## src/rtl/alu_step_unit_if.sv

```systemverilog
// Button/switch/LED bundle between the panel side (master) and the ALU step unit (slave).
interface alu_step_unit_if #(
    parameter int WIDTH = 4
);
    logic             tick;
    logic [3:0]       pb;
    logic [WIDTH-1:0] sw;
    logic [2:0]       op;
    logic             show_flags;
    logic [WIDTH-1:0] led;
    logic [WIDTH-1:0] res_q;
    logic [3:0]       flags;
    logic             busy;
    logic             done;

    modport master (
        output tick, pb, sw, op, show_flags,
        input  led, res_q, flags, busy, done
    );

    modport slave (
        input  tick, pb, sw, op, show_flags,
        output led, res_q, flags, busy, done
    );
endinterface

```

## src/rtl/alu_step_unit.sv

```systemverilog
// Pushbutton-driven ALU: synchronised/debounced buttons load operands and launch
// single-cycle ops or a WIDTH-cycle shift-add multiply; result and C/V/Z/N are held.
//
// state | meaning
// IDLE  | waiting for button events; loads and clear handled here
// EXEC  | single-cycle arithmetic/logic op, result registered on exit
// MUL   | shift-add multiply, one partial product per clk
module alu_step_unit #(
    parameter int WIDTH       = 4,
    parameter int SYNC_STAGES = 2,
    parameter int DEBOUNCE    = 4
) (
    input  logic          clk,
    input  logic          rst,
    alu_step_unit_if.slave bus
);
    localparam int MSB  = WIDTH - 1;
    localparam int DBW  = $clog2(DEBOUNCE + 1);
    localparam int CNTW = $clog2(WIDTH);

    localparam logic [1:0] S_IDLE = 2'd0;
    localparam logic [1:0] S_EXEC = 2'd1;
    localparam logic [1:0] S_MUL  = 2'd2;

    logic [3:0]     sync_q [SYNC_STAGES];
    logic [3:0]     stable_q;
    logic [3:0]     stable_d;
    logic [DBW-1:0] db_cnt [4];
    logic [3:0]     synced;
    logic [3:0]     ev;

    assign synced = sync_q[SYNC_STAGES-1];
    assign ev     = stable_q & ~stable_d;

    always_ff @(posedge clk) begin
        if (rst) begin
            for (int s = 0; s < SYNC_STAGES; s++) sync_q[s] <= '0;
            for (int i = 0; i < 4; i++) db_cnt[i] <= '0;
            stable_q <= '0;
            stable_d <= '0;
        end else begin
            sync_q[0] <= bus.pb;
            for (int s = 1; s < SYNC_STAGES; s++) sync_q[s] <= sync_q[s-1];
            stable_d <= stable_q;
            if (bus.tick) begin
                for (int i = 0; i < 4; i++) begin
                    // any tick agreeing with the stable level restarts the run
                    if (synced[i] != stable_q[i]) begin
                        if (db_cnt[i] == DBW'(DEBOUNCE - 1)) begin
                            stable_q[i] <= ~stable_q[i];
                            db_cnt[i]   <= '0;
                        end else begin
                            db_cnt[i] <= db_cnt[i] + DBW'(1);
                        end
                    end else begin
                        db_cnt[i] <= '0;
                    end
                end
            end
        end
    end

    logic [1:0]         state_q;
    logic [WIDTH-1:0]   a_q;
    logic [WIDTH-1:0]   b_q;
    logic [2:0]         op_q;
    logic [2*WIDTH-1:0] acc_q;
    logic [2*WIDTH-1:0] mul_a_q;
    logic [WIDTH-1:0]   mul_b_q;
    logic [CNTW-1:0]    mul_cnt_q;
    logic [WIDTH-1:0]   result_q;
    logic [3:0]         flag_q;
    logic               done_q;

    logic [WIDTH:0]     sum;
    logic [WIDTH-1:0]   alu_res;
    logic               alu_c;
    logic               alu_v;
    logic [2*WIDTH-1:0] acc_next;
    logic               mul_hi_nz;

    always_comb begin
        sum     = '0;
        alu_res = '0;
        alu_c   = 1'b0;
        alu_v   = 1'b0;
        case (op_q)
            3'b000: begin
                sum     = {1'b0, a_q} + {1'b0, b_q};
                alu_res = sum[MSB:0];
                alu_c   = sum[WIDTH];
                alu_v   = (a_q[MSB] == b_q[MSB]) && (alu_res[MSB] != a_q[MSB]);
            end
            3'b001: begin
                sum     = {1'b0, a_q} - {1'b0, b_q};
                alu_res = sum[MSB:0];
                alu_c   = sum[WIDTH];
                alu_v   = (a_q[MSB] != b_q[MSB]) && (alu_res[MSB] != a_q[MSB]);
            end
            3'b010: alu_res = a_q & b_q;
            3'b011: alu_res = a_q | b_q;
            3'b100: alu_res = a_q ^ b_q;
            3'b101: alu_res = ~a_q;
            3'b110: begin
                alu_res = {a_q[MSB-1:0], 1'b0};
                alu_c   = a_q[MSB];
                alu_v   = a_q[MSB] ^ a_q[MSB-1];
            end
            default: alu_res = '0;
        endcase
    end

    assign acc_next  = mul_b_q[0] ? acc_q + mul_a_q : acc_q;
    assign mul_hi_nz = |acc_next[2*WIDTH-1:WIDTH];

    always_ff @(posedge clk) begin
        if (rst) begin
            state_q   <= S_IDLE;
            a_q       <= '0;
            b_q       <= '0;
            op_q      <= '0;
            acc_q     <= '0;
            mul_a_q   <= '0;
            mul_b_q   <= '0;
            mul_cnt_q <= '0;
            result_q  <= '0;
            flag_q    <= '0;
            done_q    <= 1'b0;
        end else begin
            done_q <= 1'b0;
            if (ev[3]) begin
                a_q      <= '0;
                b_q      <= '0;
                result_q <= '0;
                flag_q   <= '0;
                state_q  <= S_IDLE;
            end else begin
                case (state_q)
                    S_IDLE: begin
                        if (ev[2]) begin
                            op_q <= bus.op;
                            if (bus.op == 3'b111) begin
                                state_q   <= S_MUL;
                                acc_q     <= '0;
                                mul_a_q   <= {{WIDTH{1'b0}}, a_q};
                                mul_b_q   <= b_q;
                                mul_cnt_q <= CNTW'(WIDTH - 1);
                            end else begin
                                state_q <= S_EXEC;
                            end
                        end else begin
                            if (ev[0]) a_q <= bus.sw;
                            if (ev[1]) b_q <= bus.sw;
                        end
                    end
                    S_EXEC: begin
                        result_q <= alu_res;
                        flag_q   <= {alu_c, alu_v, alu_res == '0, alu_res[MSB]};
                        done_q   <= 1'b1;
                        state_q  <= S_IDLE;
                    end
                    S_MUL: begin
                        acc_q   <= acc_next;
                        mul_a_q <= mul_a_q << 1;
                        mul_b_q <= mul_b_q >> 1;
                        if (mul_cnt_q == '0) begin
                            result_q <= acc_next[MSB:0];
                            flag_q   <= {mul_hi_nz, mul_hi_nz, acc_next[MSB:0] == '0, acc_next[MSB]};
                            done_q   <= 1'b1;
                            state_q  <= S_IDLE;
                        end else begin
                            mul_cnt_q <= mul_cnt_q - CNTW'(1);
                        end
                    end
                    default: state_q <= S_IDLE;
                endcase
            end
        end
    end

    assign bus.res_q = result_q;
    assign bus.flags = flag_q;
    assign bus.busy  = (state_q != S_IDLE);
    assign bus.done  = done_q;
    assign bus.led   = bus.show_flags ? WIDTH'(flag_q) : result_q;
endmodule
```

## src/flat_wrapper.sv

```systemverilog
// flat-port wrapper written by rule: the top's interface ports become plain ports
module alu_step_unit_flat 
#(
    parameter int WIDTH       = 4,
    parameter int SYNC_STAGES = 2,
    parameter int DEBOUNCE    = 4
)
  (clk, rst, bus_tick, bus_pb, bus_sw, bus_op, bus_show_flags, bus_led, bus_res_q, bus_flags, bus_busy, bus_done);
  alu_step_unit_if #(.WIDTH(WIDTH)) bus_i ();
  input  logic clk;
  input  logic rst;
  input wire logic [$bits(bus_i.tick)-1:0] bus_tick;
  input wire logic [$bits(bus_i.pb)-1:0] bus_pb;
  input wire logic [$bits(bus_i.sw)-1:0] bus_sw;
  input wire logic [$bits(bus_i.op)-1:0] bus_op;
  input wire logic [$bits(bus_i.show_flags)-1:0] bus_show_flags;
  output wire logic [$bits(bus_i.led)-1:0] bus_led;
  output wire logic [$bits(bus_i.res_q)-1:0] bus_res_q;
  output wire logic [$bits(bus_i.flags)-1:0] bus_flags;
  output wire logic [$bits(bus_i.busy)-1:0] bus_busy;
  output wire logic [$bits(bus_i.done)-1:0] bus_done;
  assign bus_i.tick = bus_tick;
  assign bus_i.pb = bus_pb;
  assign bus_i.sw = bus_sw;
  assign bus_i.op = bus_op;
  assign bus_i.show_flags = bus_show_flags;
  assign bus_led = bus_i.led;
  assign bus_res_q = bus_i.res_q;
  assign bus_flags = bus_i.flags;
  assign bus_busy = bus_i.busy;
  assign bus_done = bus_i.done;
  alu_step_unit #(.WIDTH(WIDTH), .SYNC_STAGES(SYNC_STAGES), .DEBOUNCE(DEBOUNCE)) u_core (.clk(clk), .rst(rst), .bus(bus_i));
endmodule
```

## config.mk

```make
export PLATFORM = sky130hd
export DESIGN_NAME = alu_step_unit_flat
export DESIGN_NICKNAME = d
export VERILOG_FILES = /design/src/rtl/alu_step_unit_if.sv /design/src/rtl/alu_step_unit.sv /design/src/flat_wrapper.sv
export SDC_FILE = /design/constraint.sdc
export NUM_CORES = 1
export LEC_CHECK = 0
export CAP_MARGIN = 0
export CORE_ASPECT_RATIO = 0.8
export CORE_UTILIZATION = 60
export CTS_CLUSTER_SIZE = 12
export DETAILED_ROUTE_END_ITERATION = 12
export PLACE_DENSITY = 0.87
export SYNTH_ARGS = -nofsm -noshare
export SYNTH_HDL_FRONTEND = slang
export SYNTH_SLANG_ARGS = --single-unit
export TNS_END_PERCENT = 30
```

## constraint.sdc

```tcl
create_clock -name clk -period 4.25 [get_ports clk]
set_input_delay 0.425 -clock clk [delete_from_list [all_inputs] [get_ports clk]]
set_output_delay 0.425 -clock clk [all_outputs]
set_load 0.02 [all_outputs]
```

# Word level (Yosys, flattened, before mapping)
# Memory sizes are Yosys's and may differ from the RTL's.
# Index checks and enable logic that the tools add are counted.
# totals
register_bits	52
ram_bits	20
in_bits	15
out_inout_bits	14
wordCells	202
n_memories	2
# op_classes
addsub	8
n_eq_ne	25
muxes	101
bitwise	27
n_reduce_logical	23
# memory_table
name	depth	word_bits	rd	rd_ports_with_merged_regs	wr	line	rtl
u_core.db_cnt	4	3	4	0	4	alu_step_unit.sv:28	logic [DBW-1:0] db_cnt [4];
u_core.sync_q	2	4	2	0	2	alu_step_unit.sv:25	logic [3:0] sync_q [SYNC_STAGES];
# op_table
operator	count
1-bit 2-to-1 mux	60
8-bit 2-to-1 mux	5
3-bit 2-to-1 mux	12
8-bit case mux with 2 select lines	2
4-bit 2-to-1 mux	7
4-bit case mux with 7 select lines	1
4-bit case mux with 2 select lines	3
3-bit AND reduction	7
3-bit by 2-bit equality test with 1-bit output, second input constant	6
1-bit bitwise OR	14
3-bit by 1-bit adder with 3-bit output, second input constant	4
3-bit equality test, second input constant	4
2-bit 2-to-1 mux	6
8-bit adder	1
4-bit AND	2
4-bit zero test	2
4-bit inverter	2
2-bit case mux with 2 select lines	2
1-bit inequality test	7
2-bit by 1-bit inequality test with 1-bit output, second input constant	3
1-bit inverter	6
1-bit case mux with 3 select lines	2
2-bit nonzero test	3
4-bit by 4-bit adder with 5-bit output	1
other kinds (19)	22

# Longest topological paths before layout
# depth
ltp_word	9
ltp_mapped	9

# Worst setup path before layout
# Ideal clock, no wire load.
# synth_timing
path_kind	reg-to-reg
from	register u_core.a_q[0]
to	register u_core.flag_q[1] (netlist: u_core.bus.flags[1])
arrival_time_ns	2.265
t_required_ns	4.176
path_slack_ns	1.911
stages_incl_launch_ff	10
synth_period_minus_slack_ns	2.339
path_cell_list	dfxtp_1 -> ha_1 -> inv_1 -> fa_1 -> inv_1 -> mux4_2 -> o21ai_2 -> nand2_1 -> or4_1 -> a31oi_1
# synth_via
elab_chain_len	4
elab_cells_between_ends	9
cone_classes	add/sub: 2; mux: 2; bitwise: 4; reduce/logical: 1
# synth_rtl
item	line	rtl
start, declared	alu_step_unit.sv:64	logic [WIDTH-1:0] a_q;
start signal, assigned	alu_step_unit.sv:152	if (ev[0]) a_q <= bus.sw;
4-bit by 4-bit subtractor with 5-bit output, or another cell as far along	alu_step_unit.sv:95	sum = {1'b0, a_q} - {1'b0, b_q};
4-bit case mux with 7 select lines (*)	alu_step_unit.sv:87	case (op_q)
4-bit zero test (*)	alu_step_unit.sv:158	flag_q <= {alu_c, alu_v, alu_res == '0, alu_res[MSB]};
4-bit case mux with 2 select lines (*)	alu_step_unit.sv:138	case (state_q)
end signal, assigned	alu_step_unit.sv:158	
end signal, assigned	alu_step_unit.sv:168	flag_q <= {mul_hi_nz, mul_hi_nz, acc_next[MSB:0] == '0, acc_next[MSB]};
end, declared	alu_step_unit.sv:72	logic [3:0] flag_q;
# Mark *: on every way between the ends. The rest lies on a longest branch, timed or not.
# A chain may end at the register's enable or synchronous reset.

# Worst setup path after layout
# Ends and elaborated chain as after synthesis.

==> insert_results.sql <==
INSERT INTO impl_metrics (metric_group, metric, value, unit) VALUES
('run_status', 'result_of_the_run', 'complete, no violations', ''),
('critical_path', 'critPathKind', 'register to register', ''),
('timing', 'grt_setup_unrepaired', 'false', ''),
('global_route', 'grt_antenna_before_repair', '0', ''),
('floorplan', 'core_area', '0.006441', 'mm2'),
('place', 'hpwl', '6642', 'um'),
('timing', 'layout_min_cycle_time', '2.543', 'ns'),
('timing', 'hold_violations', '0', ''),
('global_route', 'gr-max-usage-layer', 'met2', ''),
('place', 'post-place-cells', '545', ''),
('timing', 'post-route-period-util', '59.83', '%'),
('clock_tree', 'num_cts_buffers', '9', ''),
('logic_synthesis', 'synth-seq-area-share', '38.06', '%'),
('critical_path', 'crit_top_cell', 'inv_1', ''),
('routing', 'detailroute.via_count', '3398', ''),
('logic_synthesis', 'synth_cell_types', '58', ''),
('routing', 'postRouteWirelength', '9176', 'um'),
('routing', 'routedWlPerCell', '16.36', 'um'),
('routing', 'drt_iter0_drc', '338', ''),
('final_layout', 'most_common_library_cell_in_the_layout_ignoring_fill_and_taps', 'dfxtp_1', ''),
('critical_path', 'path_cells', 'ha_1 -> inv_1 -> fa_1 -> inv_1 -> mux4_2 -> o21ai_2 -> nand2_1 -> or4_1 -> a31oi_1', ''),
('clock_tree', 'clockRootBuffer', 'clkbuf_8', ''),
('final_layout', 'finish.net_count', '521', ''),
('floorplan', 'fp.dieH', '75.49', 'um'),
('timing', 'maxSlewHeadroom', '44.64', '%'),
('logic_synthesis', 'synthCells', '455', ''),
('routing', 'route.detailed.vias_per_inst', '6.057', ''),
('critical_path', 'critical_path.reg2reg.startpoint', 'u_core.a_q[0]', ''),
('hold_path', 'holdCritPathClass', 'register to register', ''),
('final_layout', 'fin_util', '70.40', '%'),
('logic_synthesis', 'synth_ff_type', 'dfxtp_1', ''),
('global_route', 'use_met1', '36.51', '%'),
('timing', 'final-max-slew-violation-count', '0', ''),
('clock_tree', 'cts_tree', 'yes', ''),
('final_layout', 'antennaDiodeCount', '0', ''),
('global_route', 'grt_overflow_total', '0', ''),
('timing', 'max_freq', '393.3', 'MHz'),
('critical_path', 'worstSetupStartpointType', 'register', ''),
('timing', 'finalSetupViolations', '0', ''),
('timing', 'fin_worst_skew', '0.01000', 'ns'),
('clock_tree', 'clkSlewWorstSetupHoldPaths', '0.08', 'ns'),
('global_route', 'pin_count_of_the_biggest_net_entering_global_routing', '41', ''),
('floorplan', 'initial_util', '62.88', '%'),
('final_layout', 'ff_latch_area', '0.001541', 'mm2'),
('critical_path', 'critPathRequiredTime', '4.54', 'ns'),
('logic_synthesis', 'syn_area_per_cell', '8.901', 'um2'),
('clock_tree', 'post_cts_hold_buffer_count', '0', ''),
('critical_path', 'critical_path_peak_fanout', '6', ''),
('logic_synthesis', 'synthesis.nets', '504', ''),
('critical_path', 'worst-endpoint-arrival', '2.83', 'ns'),
('routing', 'drc', '0', ''),
('floorplan', 'fp_rows', '26', ''),
('power_and_ir_drop', 'worst_ir_drop_vdd', '0.2814', 'mV'),
('floorplan', 'die_width', '93.86', 'um'),
('logic_synthesis', 'synth_seq_cells', '71', ''),
('critical_path', 'slowest_stage', 'fa_1', ''),
('power_and_ir_drop', 'cellLeakagePower', '1.695', 'nW'),
('clock_tree', 'cts_sinks', '71', ''),
('floorplan', 'floorplan.io_pins', '29', ''),
('critical_path', 'worstSetupStartpoint', 'u_core.a_q[0]', ''),
('hold_path', 'holdCritStartpoint', 'u_core.sync_q[0][1]', ''),
('global_route', 'grt_pass1_wl', '14990', 'um'),
('clock_tree', 'clock_tree.htree_level_count', '3', ''),
('logic_synthesis', 'synthesis.area', '0.004050', 'mm2'),
('routing', 'drt.antenna.violating_nets', '0', ''),
('final_layout', 'synthToLayoutAreaGrowth', '11.96', '%'),
('final_layout', 'multi_input_area', '0.002283', 'mm2'),
('critical_path', 'critPathMaxStageDelay', '0.48', 'ns'),
('logic_synthesis', 'ys_async_sr_fraction', '0', '%'),
('power_and_ir_drop', 'power-per-cell-area', '302.4', 'mW/mm2'),
('timing', 'setup_total_negative_slack', '0', 'ns');
==> area by class of cell <==
class / instances / share of cell area (%)
Inverter: 26 / 2.152
Sequential cell: 71 / 34.00
Clock inverter: 7 / 1.766
Timing Repair Buffer: 31 / 6.678
Clock buffer: 9 / 2.732
Tap cell: 84 / 2.318
Multi-Input combinational cell: 333 / 50.36
==> flip-flops by register name, indices dropped and copies added (netlist names), 3 cells and up <==
register and cells:
u_core.db_cnt 12, u_core.acc_q 8, u_core.mul_a_q 8, u_core.sync_q 8, u_core.a_q 4, u_core.b_q 4
u_core.bus.flags 4, u_core.mul_b_q 4, u_core.stable_d 4, u_core.stable_q 4, u_core.bus.res_q 3, u_core.op_q 3
==> metal layers <==
| layer | share of wire [%] | vias up | routed length, um |
|---|---|---|---|
| li1 | - | 1640 | - |
| met1 | 45 | 1599 | 4145 |
| met2 | 46 | 141 | 4222 |
| met3 | 7.2 | 18 | 664 |
| met4 | 1.6 | 0 | 143 |
| met5 | 0 | - | 0 |
==> report_power, final <==
| part | internal (W) | switching, W | leakage, nW |
|---|---|---|---|
| sequential | 0.000699 | 0.00000999 | 0.610 |
| clock | 0.000276 | 0.000266 | 0.0964 |
| combinational | 0.0000548 | 0.0000652 | 0.988 |
==> worst max-delay path, delay by kind of cell, from the launching register on <==
kind | cells | cell delay [ns]
adders and majority gates | 2 | 0.72
and+or+nand+nor | 2 | 0.46
muxes | 1 | 0.45
DFF | 1 | 0.43
AOI/OAI and AO/OA | 2 | 0.31
buffers and inverters | 2 | 0.11
==> path summary, 6_finish.rpt <==
check / depth (start not counted) / slack [ns] / end
worst min register to register: 1 / 0.46 / u_core.sync_q[0][5]
worst max-delay path: 9 / 1.71 / u_core.bus.flags[1]
worst max register to register: 9 / 1.71 / u_core.bus.flags[1]
worst min-delay path: 1 / 0.46 / u_core.sync_q[0][5]
==> cells by family (layout without fill, tap and decap cells) <==
group	Yosys count	count (layout)	share of synthesized area [%]
simple gates	168	168	20.33
compound gates	90	90	14.58
flops	71	71	38.06
buf+inv	51	73	5.561
fa+ha+maj	34	34	11.06
mux	30	30	8.032
xor+xnor	11	11	2.379
==> synthesized netlist by cell type, drive strengths merged, types with 2 or more instances <==
| master | count | share of area, % |
|---|---|---|
| a211oi | 8 | 1.5 |
| a21o | 4 | 0.74 |
| a21oi | 32 | 4.0 |
| a22oi | 4 | 0.74 |
| a2bb2oi | 2 | 0.43 |
| a311oi | 2 | 0.43 |
| a31oi | 8 | 1.2 |
| and3 | 2 | 0.34 |
| buf | 11 | 1.9 |
| clkbuf | 14 | 1.3 |
| dfxtp | 59 | 29 |
| edfxtp | 12 | 8.9 |
| fa | 3 | 1.5 |
| ha | 31 | 9.6 |
| inv | 26 | 2.4 |
| mux2 | 7 | 2.0 |
| mux2i | 22 | 5.4 |
| nand2 | 32 | 3.0 |
| nand2b | 8 | 1.2 |
| nand3 | 12 | 1.5 |
| nand3b | 3 | 0.56 |
| nand4 | 5 | 0.77 |
| nand4b | 2 | 0.43 |
| nor2 | 59 | 5.5 |
| nor2b | 15 | 2.3 |
| nor3 | 9 | 1.1 |
| nor3b | 6 | 1.1 |
| nor4 | 3 | 0.46 |
| o211ai | 3 | 0.56 |
| o21ai | 12 | 1.6 |
| o221ai | 2 | 0.43 |
| o311ai | 2 | 0.43 |
| o31ai | 2 | 0.37 |
| or2 | 2 | 0.31 |
| or3 | 6 | 0.93 |
| xnor2 | 11 | 2.4 |
==> stage by stage <==
stage	worst slack, ns	hold WS (ns)	area [um2]
2_1_floorplan	1.911	0.4138	4050
3_3_place_gp	1.832	0.4193	4330
3_5_place_dp	1.723	0.4468	4330
4_1_cts	1.725	0.4572	4534
5_1_grt	1.556	0.4770	4534
6_report	1.707	0.4568	4534
Note: power is estimated with default switching activity, not from simulation.
